$ cat src/rtl/chess_pkg.sv
// Shared encoding for the systolic move-generator array: piece codes, ray and
// knight message fields, and the direction numbering used by every cell.
package chess_pkg;

  localparam logic WHITE = 1'b1;
  localparam logic BLACK = 1'b0;

  localparam logic [5:0] EMPTY_PIECE  = 6'b000000;
  localparam logic [4:0] PIECE_ROOK   = 5'b10000;
  localparam logic [4:0] PIECE_BISHOP = 5'b01000;
  localparam logic [4:0] PIECE_QUEEN  = 5'b11000;
  localparam logic [4:0] PIECE_KING   = 5'b00100;
  localparam logic [4:0] PIECE_PAWN   = 5'b00010;
  localparam logic [4:0] PIECE_KNIGHT = 5'b00001;

  localparam logic [3:0] ATK_NONE   = 4'b0000;
  localparam logic [3:0] ATK_ROOK   = 4'b1000;
  localparam logic [3:0] ATK_BISHOP = 4'b0100;
  localparam logic [3:0] ATK_QUEEN  = 4'b1100;
  localparam logic [3:0] ATK_KING   = 4'b0010;
  localparam logic [3:0] ATK_PAWN   = 4'b0001;

  localparam logic [10:0] EMPTY_MOVE        = 11'b0;
  localparam logic [7:0]  EMPTY_KNIGHT_MOVE = 8'b0;

  localparam int PIECE_COLOR = 5;
  localparam int RAY_COLOR   = 10;
  localparam int RAY_ATK_HI  = 9;
  localparam int RAY_ATK_LO  = 6;
  localparam int RAY_POS_HI  = 5;
  localparam int KN_COLOR    = 7;
  localparam int KN_VALID    = 6;

  // Opposite ray directions differ only in bit 0, so X' = X ^ 1.
  typedef enum logic [2:0] {
    DIR_U, DIR_D, DIR_L, DIR_R, DIR_UL, DIR_DR, DIR_UR, DIR_DL
  } ray_dir_e;

  typedef enum logic [2:0] {
    KN_UUL, KN_UUR, KN_LLU, KN_RRU, KN_DDL, KN_DDR, KN_LLD, KN_RRD
  } knight_dir_e;

endpackage

$ cat src/rtl/ray_dir_cell.sv
// One ray direction of a board square: next outgoing ray toward the neighbour
// and the move word for a ray landing here from that neighbour.
module ray_dir_cell
  import chess_pkg::*;
#(
  parameter bit ORTHO = 1'b1
) (
  input  logic        engine_color,
  input  logic        is_empty,
  input  logic        is_own,
  input  logic        is_enemy,
  input  logic        piece_color,
  input  logic [5:0]  pos,
  input  logic [3:0]  orig_attack,
  input  logic [10:0] pass_in,
  input  logic [10:0] land_in,
  output logic [10:0] ray_out,
  output logic [10:0] move
);

  localparam int SLIDE_IDX = ORTHO ? 3 : 2;

  logic [3:0] pass_attack;
  logic [3:0] land_attack;
  logic       land_valid;
  logic       pawn_only;

  assign pass_attack = pass_in[RAY_ATK_HI:RAY_ATK_LO];
  assign land_attack = land_in[RAY_ATK_HI:RAY_ATK_LO];
  assign land_valid  = (land_attack != ATK_NONE) && (land_in[RAY_COLOR] == engine_color);
  assign pawn_only   = (land_attack == ATK_PAWN);

  // Slider bits travel on; king and pawn attacks reach one square only.
  always_comb begin
    ray_out = EMPTY_MOVE;
    if (is_empty) begin
      if (pass_in[RAY_COLOR] == engine_color && pass_attack[SLIDE_IDX])
        ray_out = {pass_in[RAY_COLOR], pass_attack & ATK_QUEEN, pass_in[RAY_POS_HI:0]};
    end else if (is_own) begin
      if (orig_attack != ATK_NONE)
        ray_out = {piece_color, orig_attack, pos};
    end
  end

  // Pawns push onto empty squares straight ahead and capture diagonally.
  always_comb begin
    move = EMPTY_MOVE;
    if (land_valid) begin
      if (is_empty && (!pawn_only || ORTHO))
        move = land_in;
      else if (is_enemy && (!pawn_only || !ORTHO))
        move = land_in;
    end
  end

endmodule

$ cat src/rtl/board_square.sv
// One square of the 8x8 move-generator array: forwards sliding rays, originates
// rays and knight tokens for engine pieces, and reports legal landings here.
module board_square
  import chess_pkg::*;
(
  input  logic        clk,
  input  logic        rst_n,
  input  logic        engineColor,
  input  logic [5:0]  pieceReg,
  input  logic        enable,
  input  logic        clear,
  input  logic [5:0]  posReg,
  input  logic [10:0] U_in,  D_in,  L_in,  R_in,
  input  logic [10:0] UL_in, UR_in, DL_in, DR_in,
  input  logic [7:0]  UUL_in, UUR_in, LLU_in, RRU_in,
  input  logic [7:0]  DDL_in, DDR_in, LLD_in, RRD_in,
  output logic [10:0] U_out,  D_out,  L_out,  R_out,
  output logic [10:0] UL_out, UR_out, DL_out, DR_out,
  output logic [7:0]  UUL_out, UUR_out, LLU_out, RRU_out,
  output logic [7:0]  DDL_out, DDR_out, LLD_out, RRD_out,
  output logic [10:0] U_move,  D_move,  L_move,  R_move,
  output logic [10:0] UL_move, UR_move, DL_move, DR_move,
  output logic [7:0]  UUL_move, UUR_move, LLU_move, RRU_move,
  output logic [7:0]  DDL_move, DDR_move, LLD_move, RRD_move
);

  logic [10:0] ray_in   [8];
  logic [7:0]  kn_in    [8];
  logic [10:0] ray_nxt  [8];
  logic [10:0] move_nxt [8];
  logic [7:0]  kn_nxt   [8];
  logic [7:0]  knm_nxt  [8];
  logic [3:0]  orig_atk [8];
  logic [10:0] ray_q    [8];
  logic [10:0] move_q   [8];
  logic [7:0]  kn_q     [8];
  logic [7:0]  knm_q    [8];

  assign ray_in[DIR_U]  = U_in;   assign ray_in[DIR_D]  = D_in;
  assign ray_in[DIR_L]  = L_in;   assign ray_in[DIR_R]  = R_in;
  assign ray_in[DIR_UL] = UL_in;  assign ray_in[DIR_DR] = DR_in;
  assign ray_in[DIR_UR] = UR_in;  assign ray_in[DIR_DL] = DL_in;
  assign kn_in[KN_UUL] = UUL_in;  assign kn_in[KN_UUR] = UUR_in;
  assign kn_in[KN_LLU] = LLU_in;  assign kn_in[KN_RRU] = RRU_in;
  assign kn_in[KN_DDL] = DDL_in;  assign kn_in[KN_DDR] = DDR_in;
  assign kn_in[KN_LLD] = LLD_in;  assign kn_in[KN_RRD] = RRD_in;

  logic is_empty, is_own, is_enemy, is_white;
  logic slide_ortho, slide_diag, is_king, is_pawn, is_knight;

  assign is_empty    = (pieceReg[4:0] == EMPTY_PIECE[4:0]);
  assign is_own      = !is_empty && (pieceReg[PIECE_COLOR] == engineColor);
  assign is_enemy    = !is_empty && !is_own;
  assign is_white    = (pieceReg[PIECE_COLOR] == WHITE);
  assign slide_ortho = (pieceReg[4:0] == PIECE_ROOK)   || (pieceReg[4:0] == PIECE_QUEEN);
  assign slide_diag  = (pieceReg[4:0] == PIECE_BISHOP) || (pieceReg[4:0] == PIECE_QUEEN);
  assign is_king     = (pieceReg[4:0] == PIECE_KING);
  assign is_pawn     = (pieceReg[4:0] == PIECE_PAWN);
  assign is_knight   = (pieceReg[4:0] == PIECE_KNIGHT);

  // Pawn attacks only point forward: up the board for white, down for black.
  always_comb begin
    for (int d = 0; d < 8; d++) begin
      orig_atk[d] = is_king ? ATK_KING : ATK_NONE;
      if (d < 4 && slide_ortho)  orig_atk[d] = orig_atk[d] | ATK_ROOK;
      if (d >= 4 && slide_diag)  orig_atk[d] = orig_atk[d] | ATK_BISHOP;
    end
    orig_atk[DIR_U]  = orig_atk[DIR_U]  | {3'b0, is_pawn &&  is_white};
    orig_atk[DIR_UL] = orig_atk[DIR_UL] | {3'b0, is_pawn &&  is_white};
    orig_atk[DIR_UR] = orig_atk[DIR_UR] | {3'b0, is_pawn &&  is_white};
    orig_atk[DIR_D]  = orig_atk[DIR_D]  | {3'b0, is_pawn && !is_white};
    orig_atk[DIR_DL] = orig_atk[DIR_DL] | {3'b0, is_pawn && !is_white};
    orig_atk[DIR_DR] = orig_atk[DIR_DR] | {3'b0, is_pawn && !is_white};
  end

  for (genvar i = 0; i < 8; i++) begin : g_ray
    ray_dir_cell #(.ORTHO(i < 4)) u_cell (
      .engine_color (engineColor),
      .is_empty     (is_empty),
      .is_own       (is_own),
      .is_enemy     (is_enemy),
      .piece_color  (pieceReg[PIECE_COLOR]),
      .pos          (posReg),
      .orig_attack  (orig_atk[i]),
      .pass_in      (ray_in[i ^ 1]),
      .land_in      (ray_in[i]),
      .ray_out      (ray_nxt[i]),
      .move         (move_nxt[i])
    );
  end

  // Knight tokens are one hop only and never pass through a square.
  always_comb begin
    for (int k = 0; k < 8; k++) begin
      kn_nxt[k]  = (is_own && is_knight) ? {pieceReg[PIECE_COLOR], 1'b1, posReg} : EMPTY_KNIGHT_MOVE;
      knm_nxt[k] = (kn_in[k][KN_VALID] && kn_in[k][KN_COLOR] == engineColor && !is_own)
                   ? kn_in[k] : EMPTY_KNIGHT_MOVE;
    end
  end

  always_ff @(posedge clk or negedge rst_n) begin
    if (!rst_n) begin
      for (int i = 0; i < 8; i++) begin
        ray_q[i] <= EMPTY_MOVE;        move_q[i] <= EMPTY_MOVE;
        kn_q[i]  <= EMPTY_KNIGHT_MOVE; knm_q[i]  <= EMPTY_KNIGHT_MOVE;
      end
    end else if (clear) begin
      for (int i = 0; i < 8; i++) begin
        ray_q[i] <= EMPTY_MOVE;        move_q[i] <= EMPTY_MOVE;
        kn_q[i]  <= EMPTY_KNIGHT_MOVE; knm_q[i]  <= EMPTY_KNIGHT_MOVE;
      end
    end else if (enable) begin
      for (int i = 0; i < 8; i++) begin
        ray_q[i] <= ray_nxt[i]; move_q[i] <= move_nxt[i];
        kn_q[i]  <= kn_nxt[i];  knm_q[i]  <= knm_nxt[i];
      end
    end
  end

  assign U_out  = ray_q[DIR_U];   assign D_out  = ray_q[DIR_D];
  assign L_out  = ray_q[DIR_L];   assign R_out  = ray_q[DIR_R];
  assign UL_out = ray_q[DIR_UL];  assign DR_out = ray_q[DIR_DR];
  assign UR_out = ray_q[DIR_UR];  assign DL_out = ray_q[DIR_DL];
  assign U_move  = move_q[DIR_U];  assign D_move  = move_q[DIR_D];
  assign L_move  = move_q[DIR_L];  assign R_move  = move_q[DIR_R];
  assign UL_move = move_q[DIR_UL]; assign DR_move = move_q[DIR_DR];
  assign UR_move = move_q[DIR_UR]; assign DL_move = move_q[DIR_DL];
  assign UUL_out = kn_q[KN_UUL];  assign UUR_out = kn_q[KN_UUR];
  assign LLU_out = kn_q[KN_LLU];  assign RRU_out = kn_q[KN_RRU];
  assign DDL_out = kn_q[KN_DDL];  assign DDR_out = kn_q[KN_DDR];
  assign LLD_out = kn_q[KN_LLD];  assign RRD_out = kn_q[KN_RRD];
  assign UUL_move = knm_q[KN_UUL]; assign UUR_move = knm_q[KN_UUR];
  assign LLU_move = knm_q[KN_LLU]; assign RRU_move = knm_q[KN_RRU];
  assign DDL_move = knm_q[KN_DDL]; assign DDR_move = knm_q[KN_DDR];
  assign LLD_move = knm_q[KN_LLD]; assign RRD_move = knm_q[KN_RRD];

endmodule

$ cat config.mk
export PLATFORM = sky130hd
export DESIGN_NAME = board_square
export DESIGN_NICKNAME = d
export VERILOG_FILES = /design/src/rtl/chess_pkg.sv /design/src/rtl/ray_dir_cell.sv /design/src/rtl/board_square.sv
export SDC_FILE = /design/constraint.sdc
export NUM_CORES = 1
export LEC_CHECK = 0
export ABC_CLOCK_PERIOD_IN_PS = 1000
export BUFFER_PORTS_ARGS = -buffer_cell sky130_fd_sc_hd__buf_4
export CAP_MARGIN = 25
export CORE_MARGIN = 2
export CORE_UTILIZATION = 39
export DETAILED_ROUTE_END_ITERATION = 8
export PLACE_DENSITY = 0.66
export SLEW_MARGIN = 5
export SYNTH_ARGS = -nofsm -noshare
export SYNTH_HDL_FRONTEND = slang
export SYNTH_HIERARCHICAL = 1
export SYNTH_SLANG_ARGS = --single-unit
$ cat constraint.sdc
create_clock -name clk -period 1 [get_ports clk]
set_input_delay 0.2 -clock clk [delete_from_list [all_inputs] [get_ports clk]]
set_output_delay 0.2 -clock clk [all_outputs]
set_load 0.05 [all_outputs]
==> results.md <==
* Run status: finished with violations
* Violated checks: setup timing
* Number of nets in the finished design at 2378
* Final max-slew violation count at 0
* Critical path cell sequence: buf_6, or3_4, nor3_4, buf_6, nor2b_4, buf_6, a2111oi_4, buf_4, nor4b_2, mux2i_1, nor2_1
* Critical Path Most Common Cell: buf_6
* Number of cells on the worst hold path at 4
* Worst flop-to-flop path startpoint: L_out[4]
* Peak supply drop at 1260 µV
* Worst-skew pair later-pin latency at 550 ps
* Overall track demand over capacity in global routing at 29.6%
* Fraction of layout instances using a drive strength above 1 at 53.2%
* Vertical extent of the die at 193 µm
* Switching share of power at 30.9%
* Share of power burned in registers at 36.0%
* Syn Std Cell Area at 13900 µm²
* Gate power share at 27.3%
* Die W at 193 µm
* Cell internal power dissipation at 20.3 mW
* Setup ws final at -736 ps
* Mux contribution to synthesized area at 12.6%
* Crit start category: primary input
* Synthesized-area fraction occupied by ao, oa, aoi and oai cells at 10.9%
* Buffer type at the clock tree root: clkbuf_16
* Total count of hold-check failures in the final report at 0
* Signal arrival time at the worst endpoint at 2150 ps
* Count of different cell masters after synthesis at 42
* Synthesis-to-layout area growth at 84.7%
* Highest net fanout along the worst path at 7
* Global-route wire length before repair at 85.1 mm
* Number of setup violations in the final report at 483
* Top cell family by delay on the critical path: simple AND/OR/NAND/NOR gates
* Sum of routed wire length over all layers at 61.2 mm
* Grt total ovfl at 0
* Setup slack of the worst register-to-register path at -30 ps
* Maximum root-to-sink buffer count at 3
* Slew at the pin closest to its max-slew limit at 888 ps
* Synth Area in Simple Gates at 22.6%
* Max-capacitance violation count at 0
* Number of buffers created by CTS at 29
* Worst setup EP type: register
* Vias/cell at 5.49
* Worst hold path type: in -> reg
* H-tree depth at 1
* Area inside the core boundary at 35400 µm²
* Final RePlAce weighted congestion at 0.886
* Hold path startpoint: DDL_in[7]
* Clock edge transition at the registers on the reported setup and hold paths at 60 ps
* Worst setup skew after layout at 0 ps
* Clock tree from TritonCTS: built
* Setup_tns at -207160 ps
* Count of TritonRoute iterations in the first routing pass at 5
* Post-synthesis adder-cell area fraction at 0%
* RSZ-0062 raised after global routing: true
* Starting density of the core at 39.3%
* Residual antenna-violating net count after detailed routing at 0
* Leak pwr at 12.1 nW
* TritonCTS sink count at 248
* Quantity of I/O buffers inserted on ports at 472
* Leading post-synthesis cells by cell area: dfrtp_1, mux2i_1, nor2_1
* Ratio of final minimum period to clock period at 174%
* Critical-path cell with the highest stage delay: or3_4
* Reg-to-Reg End: L_out[4]
* Part of the Yosys area used for sequential elements at 44.6%
* XOR/XNOR Fraction of Synth Area at 2.57%
* Max stage delay on crit path at 410 ps
* Average wire length per cell after detail routing at 22.8 µm
* Vias in the first global route at 14400
* Initial antenna violation count at 0
* Avg Cell Area, Syn at 10.2 µm²
* Warnings from Yosys at 6
* Max_slew headroom at 40.7%
* Post-route total power at 29.3 mW
* Worst r2r path cells at 4
* Instance count of the mapped netlist at 1366
* Largest family of logic cells by synthesized area: simple AND/OR/NAND/NOR gates
* Drc violations at 0
* Die area at 37200 µm²
* Synthesized flop and latch total at 248
* WS Path Type: in -> reg
* Top cell type by total area after synthesis: dfrtp_1
* Shortest period the worst path allows at 1740 ps
* Io pins at 473
* End point of the worst hold path: DDL_move[6]
* Dpl hpwl at 35.9 mm
* Site Rows at 69
* Maximum achievable frequency at 576 MHz
* Required arrival time at the worst endpoint at 1410 ps
* Net Switching at 9.06 mW
* Vias post-DR at 14800
* Share of total power in the clock network at 36.7%
* Post-synth top area share at 44.6%
* Ant diodes at 0
* P per Cell Area at 1140 nW/µm²
* Largest net degree at the start of global routing at 71
* Bufs and invs on worst path at 4
* Count of routing violations after the opening detailed-route iteration at 1108
state kept, by name, indices dropped and copies added (netlist names), 11 cells and up:
| signal | cells |
|---|---|
| DL_move | 11 |
| DL_out | 11 |
| DR_move | 11 |
| DR_out | 11 |
| D_move | 11 |
| D_out | 11 |
| L_move | 11 |
| L_out | 11 |
| R_move | 11 |
| R_out | 11 |
| UL_move | 11 |
| UL_out | 11 |
| UR_move | 11 |
| UR_out | 11 |
| U_move | 11 |
| U_out | 11 |
power by group through the flow:
stage | Combinational (mW) | Sequential (mW) | Clock, mW
2_1_floorplan | 2.21 | 11.6 | 0
3_3_place_gp | 5.79 | 10.7 | 0
3_5_place_dp | 5.85 | 10.7 | 0
4_1_cts | 7.22 | 10.5 | 10.9
5_1_grt | 8.39 | 10.6 | 11.3
6_report | 8.00 | 10.5 | 10.8
cell type report:
cell class              instances  area (µm²)
flip-flops and latches        248        6220
inverters                       1        3.75
multi-input cells             992        8290
repair buffers                937        9690
well taps                     461         577
fillers                      2330        9680
clock buffers                  40         817
clock inverters                10         128
per-layer routing:
layer	track usage (%)	vias up	routed length, µm
met5	0	-	0
met3	5.56	190	4170
li1	-	6527	-
met2	48.5	714	30200
met1	37.7	7339	23400
met4	14.8	0	3360
cells in the mapped netlist (all sizes together):
master	n
nand3	112
a21o	1
nor4b	50
and4b	1
mux2i	176
nor3b	24
nor3	13
buf	118
a32oi	1
xnor2	8
nand3b	56
o31ai	8
nor2	187
nor2b	9
a2111oi	8
and2	18
o22ai	56
o2bb2ai	16
or3	1
conb	1
inv	1
a22o	6
o21ai	64
o41ai	16
nand2	97
a32o	1
xor2	17
nand2b	2
nor4	9
dfrtp	248
clkbuf	33
a21oi	8
tightest hold or removal path, cell delays in order:
cell and delay (ps):
buf_4 90, xnor2_2 110, nand2_1 110, o21ai_2 50
worst max path at each step:
stage | startpoint | to | cells after the start
after floorplan | pieceReg[3] | DR_move[0] | 7
after global placement | engineColor | R_move[1] | 8
after detailed placement | engineColor | R_move[1] | 8
after CTS | pieceReg[3] | UR_move[1] | 10
after global routing | pieceReg[2] | U_move[1] | 12
final | pieceReg[2] | DL_move[4] | 11
metrics by stage:
step / hold slack (ps) / std cells / area, µm² / setup slack [ps] / utilization, %
5_1_grt: 70.3 / 2689 / 25700 / -790 / 72.7
3_5_place_dp: 96.8 / 2312 / 18700 / -1490 / 52.9
2_1_floorplan: -95.6 / 1385 / 14000 / -1390 / -
3_3_place_gp: 96.7 / 2312 / 18700 / -1400 / 52.9
6_report: 49.6 / 2689 / 25700 / -736 / 72.7
4_1_cts: 29.1 / 2596 / 24200 / -621 / 68.3
kinds of logic (layout without fill, tap and decap cells):
group	after synthesis	count (layout)
buffers and inverters	152	988
xor gates and xnor gates	25	25
DFF	248	248
AOI/OAI and AO/OA	185	185
other	1	20
muxes	176	176
and+or+nand+nor	579	586
cells in the final DEF (no fill, tap or decap), types with 13 or more instances in the layout:
cell type	instances
buf_4	436
buf_6	308
dfrtp_1	238
nor2_1	177
mux2i_1	176
nand3_1	100
nand2_1	94
buf_8	67
dlygate4sd3_1	65
nand3b_1	56
buf_12	50
o21ai_2	40
o22ai_1	37
clkbuf_16	34
nor4b_2	28
nor3b_2	22
conb_1	20
o22ai_2	19
nor2_4	17
nor4b_4	16
xor2_2	15
o21ai_0	13
timing repair:
item / 4_1_cts / 5_1_grt
resized for setup: 574 / 174
pin swaps: 64 / 68
endpoints found under the setup margin: 535 / 534
endpoints found under the hold margin: 312 / 0
hold buffers: 65 / 0
buffers inserted: 153 / 105
cloned: 16 / 5
Note: power is estimated with default switching activity, not from simulation.
